[config.mk]
export PLATFORM = sky130hd
export DESIGN_NAME = pipelined_cla_adder
export DESIGN_NICKNAME = d
export VERILOG_FILES = /design/src/rtl/pipelined_cla_adder.sv
export SDC_FILE = /design/constraint.sdc
export NUM_CORES = 1
export LEC_CHECK = 0
export CAP_MARGIN = 5
export CELL_PAD_IN_SITES_DETAIL_PLACEMENT = 1
export CELL_PAD_IN_SITES_GLOBAL_PLACEMENT = 1
export CORE_ASPECT_RATIO = 2
export CORE_UTILIZATION = 48
export DETAILED_ROUTE_END_ITERATION = 10
export GPL_ROUTABILITY_DRIVEN = 0
export PLACE_DENSITY_LB_ADDON = 0.1
export SETUP_SLACK_MARGIN = 0.5
export SKIP_LAST_GASP = 1
export SLEW_MARGIN = 10
export SYNTH_ARGS = -nofsm -noshare
export SYNTH_HDL_FRONTEND = slang
export SYNTH_SLANG_ARGS = --single-unit
[constraint.sdc]
create_clock -name clk -period 9.33 [get_ports clk]
set_clock_uncertainty 0.05 [all_clocks]
set_input_delay 0.933 -clock clk [delete_from_list [all_inputs] [get_ports clk]]
set_output_delay 0.933 -clock clk [all_outputs]
set_load 0.02 [all_outputs]
[src/rtl/pipelined_cla_adder.sv]
// Pipelined add/subtract unit: one BLOCK-bit carry-lookahead group is resolved per stage,
// and the group carry-out is registered into the next stage.
`timescale 1ns/1ps

module pipelined_cla_adder #(
    parameter int N     = 16,
    parameter int BLOCK = 4
) (
    input  logic         clk,
    input  logic         rst,
    input  logic         in_valid,
    output logic         in_ready,
    input  logic [N-1:0] a,
    input  logic [N-1:0] b,
    input  logic         cin,
    input  logic         sub,
    output logic         out_valid,
    input  logic         out_ready,
    output logic [N-1:0] sum,
    output logic         cout,
    output logic         ovf
);

    localparam int STAGES = N / BLOCK;

    if (N % BLOCK != 0) begin : g_bad_block
        $error("pipelined_cla_adder: N (%0d) must be a multiple of BLOCK (%0d)", N, BLOCK);
    end

    // Flat two-level carry expansion: c[i] = OR over sources j of (gen_j AND p[j..i-1]),
    // where source 0 is the group carry-in. No carry ripples through the group.
    function automatic logic [BLOCK:0] cla_carries(input logic [BLOCK-1:0] p,
                                                   input logic [BLOCK-1:0] g,
                                                   input logic             c0);
        logic [BLOCK:0] c;
        logic           term;
        c    = '0;
        c[0] = c0;
        for (int i = 1; i <= BLOCK; i++) begin
            for (int j = 0; j <= i; j++) begin
                if (j == 0) begin
                    term = c0;
                end else begin
                    term = g[j-1];
                end
                for (int k = j; k < i; k++) begin
                    term = term & p[k];
                end
                c[i] = c[i] | term;
            end
        end
        return c;
    endfunction

    // Handshake: a beat moves in on in_valid & in_ready and out on out_valid & out_ready.
    // The whole pipe advances together (bubbles included) whenever the output slot is
    // empty or being drained, so in_ready never depends on in_valid.
    logic en;
    assign en       = ~out_valid | out_ready;
    assign in_ready = en;

    // Stage registers: operands travel whole; sum accumulates the resolved low groups.
    logic [STAGES-1:0] st_valid;
    logic [STAGES-1:0] st_c;
    logic [N-1:0]      st_a   [STAGES];
    logic [N-1:0]      st_b   [STAGES];
    logic [N-1:0]      st_sum [STAGES];

    logic [N-1:0]      grp_sum  [STAGES];
    logic [STAGES-1:0] grp_cout;
    logic              ovf_next;

    for (genvar s = 0; s < STAGES; s++) begin : g_stage
        logic [BLOCK-1:0] p;
        logic [BLOCK-1:0] g;
        logic [BLOCK:0]   c;
        logic [N-1:0]     sum_next;

        assign p = st_a[s][s*BLOCK +: BLOCK] ^ st_b[s][s*BLOCK +: BLOCK];
        assign g = st_a[s][s*BLOCK +: BLOCK] & st_b[s][s*BLOCK +: BLOCK];
        assign c = cla_carries(p, g, st_c[s]);

        always_comb begin
            sum_next                      = st_sum[s];
            sum_next[s*BLOCK +: BLOCK]    = p ^ c[BLOCK-1:0];
        end

        assign grp_sum[s]  = sum_next;
        assign grp_cout[s] = c[BLOCK];

        // Carry into bit N-1 lives inside the top group.
        if (s == STAGES - 1) begin : g_last
            assign ovf_next = c[BLOCK-1] ^ c[BLOCK];
        end
    end

    always_ff @(posedge clk or posedge rst) begin
        if (rst) begin
            st_valid  <= '0;
            st_c      <= '0;
            for (int s = 0; s < STAGES; s++) begin
                st_a[s]   <= '0;
                st_b[s]   <= '0;
                st_sum[s] <= '0;
            end
            out_valid <= 1'b0;
            sum       <= '0;
            cout      <= 1'b0;
            ovf       <= 1'b0;
        end else if (en) begin
            st_valid[0] <= in_valid;
            // Operands are captured only on accept; a bubble keeps the previous data.
            if (in_valid) begin
                st_a[0]   <= a;
                st_b[0]   <= sub ? ~b : b;
                st_c[0]   <= cin;
                st_sum[0] <= '0;
            end
            for (int s = 1; s < STAGES; s++) begin
                st_valid[s] <= st_valid[s-1];
                st_a[s]     <= st_a[s-1];
                st_b[s]     <= st_b[s-1];
                st_c[s]     <= grp_cout[s-1];
                st_sum[s]   <= grp_sum[s-1];
            end
            out_valid <= st_valid[STAGES-1];
            if (st_valid[STAGES-1]) begin
                sum  <= grp_sum[STAGES-1];
                cout <= grp_cout[STAGES-1];
                ovf  <= ovf_next;
            end
        end
    end

    a_hold_stalled : assert property (@(posedge clk) disable iff (rst)
        (out_valid && !out_ready) |=> (out_valid && $stable(sum) && $stable(cout) && $stable(ovf)));

endmodule
==> reports/qor.yml <==
outcome: "finished, final reports clean"
dp_cells: 716
grt_usage: 0.234
root_buffer: "clkbuf_16"
cts_buffer_depth: 2
portBuffers: 57
synthCells: 541
synth_edf_count: 0
finalHoldViolCount: 0
multi_input_area_um2: 2240
synth_cell_type_count: 34
synth_top_flop_cell: "dfrtp_1"
dr.first_iter.drc_count: 193
synthTopCellsByCount: "nand2_1 (193), dfrtp_1 (131), a21oi_1 (37)"
io_pins: 58
r2r_start: "out_valid"
cts_tree: "built"
final_cells: 748
num_rows: 55
grt_antenna_before_repair: 0
cts_hold_buf: 0
postSynthAreaPerCell_um2: 10.5
hold_path.class: "reg -> reg"
cp-start-kind: "input pin"
ys_async_sr_fraction: 1.00
post_cts_buffers: 0
syn_nets: 603
grt_start_max_net_pins: 100
finalCriticalPeriod_ns: 3.80
grt_pass1_wl_um: 21600
internal-power_mw: 1.65
max_freq_ghz: 0.263
hp-start: "g_stage[3].sum_next[2]"
die_y_um: 156
synth.top_cell.area_share: 0.577
yosysWarningCount: 0
drc: 0
insertion_delay_ns: 0.41
grt.overflow.total: 0
route.detailed.wl_per_inst_um: 16.9
yosys.cell_count.top_type: "nand2_1"
start_util: 0.497
pwr-share-seq: 0.389
syn_to_final_growth_pct: 21.6
diodes: 0
r2r_setup_slack_ns: 6.25
setup_tns_ns: 0
cts.htree.levels: 4
clk_pin_slew_ns: 0.05
min_to: "g_stage[3].sum_next[2]"
fp.dieArea_um2: 12300
critPathMaxFanout: 86
cp.arrival_ns: 2.82
wl_met1_um: 4870
fillers: 1244
r2r-end: "st_a[56]"
crit_type: "in -> out"
wl_met2_um: 7340
endpoint_kind: "output pin"
drt-vias-per-instance: 5.30
cap_viol_max_count: 0
critPathRequiredTime_ns: 8.35
relSlewSlack: 0.344
wl_met3_um: 261
drive_gt1_frac: 0.111
rsz0062_at_grt: "false"
ys_ff_latch: 131
grt_pass1_vias: 4471
p_switching_uw: 894
yosysSeqAreaShare: 0.577
vias: 3963
power_density_nw_per_um2: 368
yosysTopAreaCell: "dfrtp_1"
power_frac_comb: 0.357
switching_share: 0.351
regArea_um2: 3280
cts_num_sinks: 131
layout.nets: 655
slew_violations: 0
core_um2: 11400
finalSetupViolations: 0
vdd_ir_drop_max_mv: 0.259
dr.max_layer_used: "met4"
p_leak_nw: 3.32
power_frac_clock: 0.254
ff2ff_path_depth: 7
synth_area_um2: 5680
ctsResizeCount: 0
routed_wl_um: 12700
min_path_cells: 2
numCtsBuffers: 17
drtPass1Iterations: 4
yosys-top-cells-area: "dfrtp_1 (58%), nand2_1 (13%), ha_1 (4.4%), mux2_2 (3.6%), a21oi_1 (3.3%)"
die_x_um: 78.9
post-dp-hpwl_um: 7650
timing.final.crit_share: 0.407
postRouteAntennaNets: 0
tightest_slew_ns: 0.985
-- power by group through the flow --
| stage | sequential, mW | combinational (mW) | clock (mW) |
|---|---|---|---|
| global placement | 0.975 | 0.832 | 0 |
| floorplan | 0.995 | 0.598 | 0 |
| CTS | 0.992 | 0.925 | 0.659 |
| global route | 1.02 | 1.02 | 0.681 |
| detailed placement | 0.988 | 0.890 | 0 |
| finish | 0.989 | 0.909 | 0.647 |
-- routing by layer --
metal	up-vias	global-route usage
met1	2013	0.253
met5	-	0
met4	0	0.0771
li1	1876	-
met2	62	0.434
met3	12	0.0585
-- flip-flops by register name, summed over array words and instances (netlist names) --
name and count:
cout 1, g_stage.sum_next 24, out_valid 1, ovf 1, st_a 40, st_b 40, st_c 4, st_valid 4
sum 16
-- area by class of cell --
cell class / count / area share
clock inverter: 10 / 0.0154
timing repair buffer: 61 / 0.0869
multi-input combinational: 373 / 0.324
clock buffer: 22 / 0.0686
inverter: 9 / 0.00525
tap: 142 / 0.0257
sequential: 131 / 0.474
-- cell usage in the layout (no fill, tap or decap), types with 3 or more instances in the layout --
cell type and count:
nor2_1 6, o211a_1 4, a21oi_1 37, nand3_1 3, nor3_1 7, clkbuf_8 3
ha_1 20, o21a_1 10, xor2_1 3, clkinv_2 6, o21ai_0 13, buf_4 4
nand2_1 193, clkdlybuf4s50_1 57, inv_1 7, o31a_1 3, clkbuf_16 17, a21o_1 6
o31ai_1 7, mux2_2 18, mux2_4 10, fa_1 4, dfrtp_1 131, xnor2_1 17
-- stage by stage --
stage               hold slack, ns  setup WS [ns]  power [mW]  utilization  area, um2
floorplan                    0.385           4.85        1.59            -       5680
global placement             0.400           5.35        1.81        0.554       6330
detailed placement           0.407           5.26        1.88        0.554       6330
CTS                          0.419           5.52        2.58        0.605       6910
global route                 0.446           5.41        2.72        0.605       6910
finish                       0.418           5.53        2.54        0.605       6910
-- worst max-delay path, cell delays in order --
cell and delay [ns]:
clkdlybuf4s50_1 0.44, nor2b_4 0.12, buf_4 0.65, inv_2 0.06
clkdlybuf4s50_1 0.57
-- kinds of logic after synthesis --
| logic type | after synthesis | synth area share |
|---|---|---|
| and+or+nand+nor | 216 | 0.149 |
| muxes | 28 | 0.0621 |
| buffers and inverters | 37 | 0.0297 |
| AOI/OAI and AO/OA | 85 | 0.0931 |
| adders and majority gates | 24 | 0.0581 |
| DFF | 131 | 0.577 |
| xor gates and xnor gates | 20 | 0.0308 |
-- worst max-delay path by stage --
stage	start	end	slack (ns)	cells past startpoint
final	out_ready	in_ready	5.53	5
after global routing	out_ready	in_ready	5.41	5
after CTS	out_ready	in_ready	5.52	5
after detailed placement	out_ready	st_a[58]	5.26	8
after global placement	out_ready	st_a[58]	5.35	8
after floorplan	rst	cout	4.85	1
No activity file was read; power rests on OpenSTA's default activity.
